<file path="src/rtl/vga_timing_pkg.sv">
// Shared VGA timing constants (640x480@60 defaults), derived totals and sync windows,
// plus the registered output bundle used by the generator.
package vga_timing_pkg;

  localparam int unsigned H_VISIBLE_DFLT = 640;
  localparam int unsigned H_FRONT_DFLT   = 16;
  localparam int unsigned H_SYNC_DFLT    = 96;
  localparam int unsigned H_BACK_DFLT    = 48;
  localparam int unsigned V_VISIBLE_DFLT = 480;
  localparam int unsigned V_FRONT_DFLT   = 10;
  localparam int unsigned V_SYNC_DFLT    = 2;
  localparam int unsigned V_BACK_DFLT    = 33;
  localparam int unsigned CLK_DIV_DFLT   = 4;

  function automatic int unsigned line_total(input int unsigned visible,
                                             input int unsigned front,
                                             input int unsigned sync,
                                             input int unsigned back);
    return visible + front + sync + back;
  endfunction

  function automatic int unsigned sync_start(input int unsigned visible,
                                             input int unsigned front);
    return visible + front;
  endfunction

  function automatic int unsigned sync_end(input int unsigned visible,
                                           input int unsigned front,
                                           input int unsigned sync);
    return visible + front + sync - 1;
  endfunction

  localparam int unsigned H_TOTAL = line_total(H_VISIBLE_DFLT, H_FRONT_DFLT, H_SYNC_DFLT,
                                               H_BACK_DFLT);
  localparam int unsigned V_TOTAL = line_total(V_VISIBLE_DFLT, V_FRONT_DFLT, V_SYNC_DFLT,
                                               V_BACK_DFLT);

  localparam int unsigned H_SYNC_START = sync_start(H_VISIBLE_DFLT, H_FRONT_DFLT);
  localparam int unsigned H_SYNC_END   = sync_end(H_VISIBLE_DFLT, H_FRONT_DFLT, H_SYNC_DFLT);
  localparam int unsigned V_SYNC_START = sync_start(V_VISIBLE_DFLT, V_FRONT_DFLT);
  localparam int unsigned V_SYNC_END   = sync_end(V_VISIBLE_DFLT, V_FRONT_DFLT, V_SYNC_DFLT);

  typedef struct packed {
    logic       hsync;
    logic       vsync;
    logic       valid;
    logic [9:0] h_cnt;
    logic [8:0] v_cnt;
    logic       frame_start;
  } vga_out_t;

  localparam vga_out_t VGA_OUT_RESET = '{
    hsync:       1'b1,
    vsync:       1'b1,
    valid:       1'b0,
    h_cnt:       10'd0,
    v_cnt:       9'd0,
    frame_start: 1'b0
  };

endpackage

</file>
<file path="src/rtl/vga_timing_gen_if.sv">
// Timing outputs of the VGA generator, driven by the master and observed by the slave.
interface vga_timing_gen_if;

  logic       pixel_tick;
  logic       hsync;
  logic       vsync;
  logic       valid;
  logic [9:0] h_cnt;
  logic [8:0] v_cnt;
  logic       frame_start;

  modport master (
    output pixel_tick,
    output hsync,
    output vsync,
    output valid,
    output h_cnt,
    output v_cnt,
    output frame_start
  );

  modport slave (
    input pixel_tick,
    input hsync,
    input vsync,
    input valid,
    input h_cnt,
    input v_cnt,
    input frame_start
  );

endinterface

</file>
<file path="src/rtl/pixel_tick_div.sv">
// Pixel-rate prescaler: counts 0..CLK_DIV-1 and pulses tick in the last count.
module pixel_tick_div #(
  parameter int unsigned CLK_DIV = 4
) (
  input  logic clk,
  input  logic rst,
  output logic tick
);

  localparam int unsigned W = $clog2(CLK_DIV);
  localparam logic [W-1:0] CntLast = W'(CLK_DIV - 1);

  logic [W-1:0] cnt_q, cnt_d;

  always_comb begin
    cnt_d = (cnt_q == CntLast) ? '0 : cnt_q + W'(1);
  end

  always_ff @(posedge clk) begin
    if (rst) begin
      cnt_q <= '0;
    end else begin
      cnt_q <= cnt_d;
    end
  end

  assign tick = (cnt_q == CntLast);

endmodule

</file>
<file path="src/rtl/vga_timing_gen.sv">
// VGA timing generator: h/v raster counters advanced by the pixel prescaler, with all
// sync/valid/count outputs registered from the next-state counters.
module vga_timing_gen
  import vga_timing_pkg::*;
#(
  parameter int unsigned H_VISIBLE = H_VISIBLE_DFLT,
  parameter int unsigned H_FRONT   = H_FRONT_DFLT,
  parameter int unsigned H_SYNC    = H_SYNC_DFLT,
  parameter int unsigned H_BACK    = H_BACK_DFLT,
  parameter int unsigned V_VISIBLE = V_VISIBLE_DFLT,
  parameter int unsigned V_FRONT   = V_FRONT_DFLT,
  parameter int unsigned V_SYNC    = V_SYNC_DFLT,
  parameter int unsigned V_BACK    = V_BACK_DFLT,
  parameter int unsigned CLK_DIV   = CLK_DIV_DFLT
) (
  input  logic             clk,
  input  logic             rst,
  vga_timing_gen_if.master vga
);

  localparam int unsigned HTotal = line_total(H_VISIBLE, H_FRONT, H_SYNC, H_BACK);
  localparam int unsigned VTotal = line_total(V_VISIBLE, V_FRONT, V_SYNC, V_BACK);

  localparam logic [9:0] HLast      = 10'(HTotal - 1);
  localparam logic [9:0] VLast      = 10'(VTotal - 1);
  localparam logic [9:0] HVis       = 10'(H_VISIBLE);
  localparam logic [9:0] VVis       = 10'(V_VISIBLE);
  localparam logic [9:0] HSyncFirst = 10'(sync_start(H_VISIBLE, H_FRONT));
  localparam logic [9:0] HSyncLast  = 10'(sync_end(H_VISIBLE, H_FRONT, H_SYNC));
  localparam logic [9:0] VSyncFirst = 10'(sync_start(V_VISIBLE, V_FRONT));
  localparam logic [9:0] VSyncLast  = 10'(sync_end(V_VISIBLE, V_FRONT, V_SYNC));

  logic       tick;
  logic [9:0] h_q, h_d;
  logic [9:0] v_q, v_d;
  vga_out_t   out_q, out_d;

  pixel_tick_div #(
    .CLK_DIV(CLK_DIV)
  ) u_pixel_tick_div (
    .clk (clk),
    .rst (rst),
    .tick(tick)
  );

  // Raster counters; a line wrap on the last line lands on (0,0) in one edge.
  always_comb begin
    h_d = h_q;
    v_d = v_q;
    if (tick) begin
      if (h_q == HLast) begin
        h_d = '0;
        v_d = (v_q == VLast) ? '0 : v_q + 10'd1;
      end else begin
        h_d = h_q + 10'd1;
      end
    end
  end

  // Outputs derive from the next-state counters so they update on the counter edge.
  always_comb begin
    out_d             = VGA_OUT_RESET;
    out_d.valid       = (h_d < HVis) && (v_d < VVis);
    out_d.hsync       = !((h_d >= HSyncFirst) && (h_d <= HSyncLast));
    out_d.vsync       = !((v_d >= VSyncFirst) && (v_d <= VSyncLast));
    out_d.h_cnt       = out_d.valid ? h_d : 10'd0;
    out_d.v_cnt       = out_d.valid ? v_d[8:0] : 9'd0;
    out_d.frame_start = tick && (h_d == 10'd0) && (v_d == 10'd0);
  end

  always_ff @(posedge clk) begin
    if (rst) begin
      h_q   <= HLast;
      v_q   <= VLast;
      out_q <= VGA_OUT_RESET;
    end else begin
      h_q   <= h_d;
      v_q   <= v_d;
      out_q <= out_d;
    end
  end

  assign vga.pixel_tick  = tick;
  assign vga.hsync       = out_q.hsync;
  assign vga.vsync       = out_q.vsync;
  assign vga.valid       = out_q.valid;
  assign vga.h_cnt       = out_q.h_cnt;
  assign vga.v_cnt       = out_q.v_cnt;
  assign vga.frame_start = out_q.frame_start;

endmodule

</file>
<file path="src/flat_wrapper.sv">
// flat-port wrapper written by rule: the top's interface ports become plain ports
module vga_timing_gen_flat import vga_timing_pkg::*;
#(
  parameter int unsigned H_VISIBLE = H_VISIBLE_DFLT,
  parameter int unsigned H_FRONT   = H_FRONT_DFLT,
  parameter int unsigned H_SYNC    = H_SYNC_DFLT,
  parameter int unsigned H_BACK    = H_BACK_DFLT,
  parameter int unsigned V_VISIBLE = V_VISIBLE_DFLT,
  parameter int unsigned V_FRONT   = V_FRONT_DFLT,
  parameter int unsigned V_SYNC    = V_SYNC_DFLT,
  parameter int unsigned V_BACK    = V_BACK_DFLT,
  parameter int unsigned CLK_DIV   = CLK_DIV_DFLT
)
  (clk, rst, vga_pixel_tick, vga_hsync, vga_vsync, vga_valid, vga_h_cnt, vga_v_cnt, vga_frame_start);
  vga_timing_gen_if vga_i ();
  input  logic clk;
  input  logic rst;
  output wire logic [$bits(vga_i.pixel_tick)-1:0] vga_pixel_tick;
  output wire logic [$bits(vga_i.hsync)-1:0] vga_hsync;
  output wire logic [$bits(vga_i.vsync)-1:0] vga_vsync;
  output wire logic [$bits(vga_i.valid)-1:0] vga_valid;
  output wire logic [$bits(vga_i.h_cnt)-1:0] vga_h_cnt;
  output wire logic [$bits(vga_i.v_cnt)-1:0] vga_v_cnt;
  output wire logic [$bits(vga_i.frame_start)-1:0] vga_frame_start;
  assign vga_pixel_tick = vga_i.pixel_tick;
  assign vga_hsync = vga_i.hsync;
  assign vga_vsync = vga_i.vsync;
  assign vga_valid = vga_i.valid;
  assign vga_h_cnt = vga_i.h_cnt;
  assign vga_v_cnt = vga_i.v_cnt;
  assign vga_frame_start = vga_i.frame_start;
  vga_timing_gen #(.H_VISIBLE(H_VISIBLE), .H_FRONT(H_FRONT), .H_SYNC(H_SYNC), .H_BACK(H_BACK), .V_VISIBLE(V_VISIBLE), .V_FRONT(V_FRONT), .V_SYNC(V_SYNC), .V_BACK(V_BACK), .CLK_DIV(CLK_DIV)) u_core (.clk(clk), .rst(rst), .vga(vga_i));
endmodule
</file>
<file path="config.mk">
export PLATFORM = sky130hd
export DESIGN_NAME = vga_timing_gen_flat
export DESIGN_NICKNAME = d
export VERILOG_FILES = /design/src/rtl/vga_timing_pkg.sv /design/src/rtl/vga_timing_gen_if.sv /design/src/rtl/pixel_tick_div.sv /design/src/rtl/vga_timing_gen.sv /design/src/flat_wrapper.sv
export SDC_FILE = /design/constraint.sdc
export NUM_CORES = 1
export LEC_CHECK = 0
export CAP_MARGIN = 10
export CORE_MARGIN = 2
export CORE_UTILIZATION = 58
export CTS_CLUSTER_DIAMETER = 50
export DETAILED_ROUTE_END_ITERATION = 8
export PLACE_DENSITY = 0.91
export SLEW_MARGIN = 20
export SYNTH_ARGS = -nofsm -noshare
export SYNTH_HDL_FRONTEND = slang
export SYNTH_SLANG_ARGS = --single-unit
</file>
<file path="constraint.sdc">
create_clock -name clk -period 3.7 [get_ports clk]
set_input_delay 0.74 -clock clk [delete_from_list [all_inputs] [get_ports clk]]
set_output_delay 0.74 -clock clk [all_outputs]
set_load 0.01 [all_outputs]
</file>
==> impl_metrics.json <==
{
  "synth_enable_flop_cells": 0,
  "p_total_mw": 0.958,
  "area_growth_pct": 15.6,
  "reg2reg_slack_ns": 0.66,
  "p_leak_nw": 0.875,
  "tightest_slew_ns": 0.933,
  "r2r-end": "u_core.vga.h_cnt[6]",
  "initial_utilization_pct": 61.1,
  "track_usage_pct": 21.7,
  "worstPathMaxFanout": 17,
  "die_w_microns": 63.5,
  "fillers": 261,
  "critPathCapture": "u_core.vga.h_cnt[6]",
  "grt_pass1_vias": 1534,
  "yosys.cell_types.count": 48,
  "dp_slack_ns": 0.687,
  "fmax_ghz": 0.329,
  "grt_max_degree": 24,
  "vias_per_cell": 5.65,
  "powerDensity_nw_per_um2": 403,
  "worstPathRequired_ns": 3.91,
  "critPathLaunchType": "register",
  "ios": 26,
  "ant_nets": 0,
  "antenna_found_initial": 0,
  "cts-resized-gates": 0,
  "crit_path_end_kind": "register",
  "reg2reg_depth": 7,
  "outcome": "complete, no violations",
  "n_antenna_cell": 0,
  "via_count": 1617,
  "cts_inserted_buffers": 5,
  "synth_seq_area_share_pct": 43.8,
  "async_flop_share_pct": 0,
  "grt_setup_unrepaired": "no",
  "hold_violations": 0,
  "syn_area_sq_um": 2060,
  "grt_pass1_wl_microns": 6920,
  "hold_slack_ns": 0.445,
  "drc": 0,
  "nNetsFinal": 245,
  "first_pass_iters": 4,
  "wl_per_cell_microns": 13.6,
  "clk_path_buf_depth": 2,
  "drive_gt1_share_pct": 11.7,
  "port_buffers": 25,
  "final_cells": 286,
  "holdBufCountCts": 0,
  "ys_ff_latch": 45,
  "path_clk_slew_ns": 0.12,
  "rows": 21,
  "fin_ws_ns": 0.662,
  "setup_viol": 0,
  "die_area_sq_um": 4040,
  "drv_slew": 0,
  "drtIter0Drc": 91,
  "synthCells": 218,
  "gp_congestion": 0.885,
  "cts.sinks": 45,
  "worst-setup-path-type": "reg -> reg",
  "htreeDepth": 2,
  "wl_microns": 3890,
  "clock_skew_ns": 0.0115,
  "period_minus_slack_ns": 3.04,
  "synth_nets": 224,
  "maxSlewHeadroom_pct": 37.8,
  "peakVddDrop_v": 0.000274,
  "finalSetupTns_ns": 0,
  "clk_latency_ns": 0.36,
  "r2r-start": "u_core.h_q[0]",
  "cp.arrival_ns": 3.25,
  "cts_tree": "yes",
  "yosys_most_used_dff": "dfxtp_1",
  "hold_class": "reg -> reg",
  "grt-ovfl-total": 0,
  "cap_violations": 0,
  "yosysWarnings": 0,
  "period_share_pct": 82.1,
  "dp.cells": 278,
  "startpoint": "u_core.h_q[0]",
  "cts_setup_buffers": 0,
  "place_hpwl_microns": 2780,
  "die_h_microns": 63.5,
  "root_buffer": "clkbuf_4",
  "avgSynthCellArea_sq_um": 9.43,
  "core_sq_um": 3360
}
cell usage in the layout, fill, tap and decap left out, types with 6 or more instances in the layout:
cell type,instances
dfxtp_1,45
clkdlybuf4s50_1,25
nor2_1,24
nand2b_1,11
nor3_1,11
nor2_2,9
nand2_1,8
nand4_1,7
inv_1,6
nand3_1,6
xor2_1,6
o21ai_0,6
a21oi_1,6
flip-flops by register name (all words and copies together) (netlist names):
signal / flops
u_core.vga.hsync: 1
u_core.vga.h_cnt: 10
u_core.u_pixel_tick_div.cnt_q: 2
u_core.vga.valid: 1
u_core.vga.vsync: 1
u_core.h_q: 10
u_core.v_q: 10
u_core.vga.v_cnt: 9
u_core.vga.frame_start: 1
per-layer routing:
metal | vias to the layer above | part of all wire, % | GRT usage [%]
li1 | 816 | - | -
met4 | 0 | 1.7 | 9.51
met5 | - | 0 | 0
met1 | 746 | 48 | 29.5
met3 | 7 | 5.1 | 3.93
met2 | 48 | 45 | 33.6
area by class of cell:
cell class,count,area [sq um],area share [%]
clock buffer,5,37.5,1.58
inverter,7,26.3,1.11
timing repair buffer,26,258,10.8
multi-input combinational,154,1050,44.2
sequential,45,901,37.9
clock inverter,3,46.3,1.95
tap,46,57.6,2.42
kinds of logic after synthesis:
logic type               after synthesis  synth area share, %
AND/OR/NAND/NOR                      102                 29.1
flip-flops                            45                 43.8
AO/OA/AOI/OAI                         35                 13.5
buffers and inverters                 19                 5.11
XOR/XNOR                              11                 5.05
adder cells (fa/ha/maj)                4                 2.43
multiplexers                           2                0.974
how the worst min path moves through the flow:
| stage | start | to | slack, ns | cells past startpoint |
|---|---|---|---|---|
| final | u_core.u_pixel_tick_div.cnt_q[0] | u_core.u_pixel_tick_div.cnt_q[0] | 0.44 | 1 |
| after global routing | u_core.u_pixel_tick_div.cnt_q[0] | u_core.u_pixel_tick_div.cnt_q[0] | 0.47 | 1 |
| after CTS | u_core.u_pixel_tick_div.cnt_q[0] | u_core.u_pixel_tick_div.cnt_q[0] | 0.45 | 1 |
| after detailed placement | u_core.u_pixel_tick_div.cnt_q[0] | u_core.u_pixel_tick_div.cnt_q[0] | 0.43 | 1 |
| after global placement | u_core.u_pixel_tick_div.cnt_q[0] | u_core.u_pixel_tick_div.cnt_q[0] | 0.41 | 1 |
| after floorplan | u_core.u_pixel_tick_div.cnt_q[0] | u_core.u_pixel_tick_div.cnt_q[0] | 0.40 | 1 |
synthesized netlist by cell type, types with 5 or more instances:
cell	n	share of area [%]
xor2_1	6	2.6
nor2_2	9	2.7
nor3_1	11	2.7
nand2_1	8	1.5
inv_1	6	1.1
nor2_1	24	4.4
nand4_1	7	2.1
a21oi_1	6	1.5
nand2b_1	11	3.3
dfxtp_1	45	44
and2_1	5	1.5
nand3_1	6	1.5
o21ai_0	6	1.5
critical path: stages, from the launching register on:
cell,delay [ns]
dfxtp_1,0.45
ha_1,0.24
and3_1,0.32
nand4_2,0.35
nor3_1,0.34
xnor2_1,0.23
o31ai_4,0.84
nor2_1,0.12
metrics by stage:
| step | util, % | cell area (sq um) |
|---|---|---|
| 2_1_floorplan | - | 2060 |
| 3_3_place_gp | 68.2 | 2290 |
| 3_5_place_dp | 68.2 | 2290 |
| 4_1_cts | 70.6 | 2380 |
| 5_1_grt | 70.6 | 2380 |
| 6_report | 70.6 | 2380 |
report_power, final:
part           internal [mW]  leakage [nW]  switching, mW
Combinational         0.0583         0.470         0.0824
Sequential             0.499         0.364         0.0197
Clock                  0.143        0.0414          0.155
(Power assumes the default switching activity.)
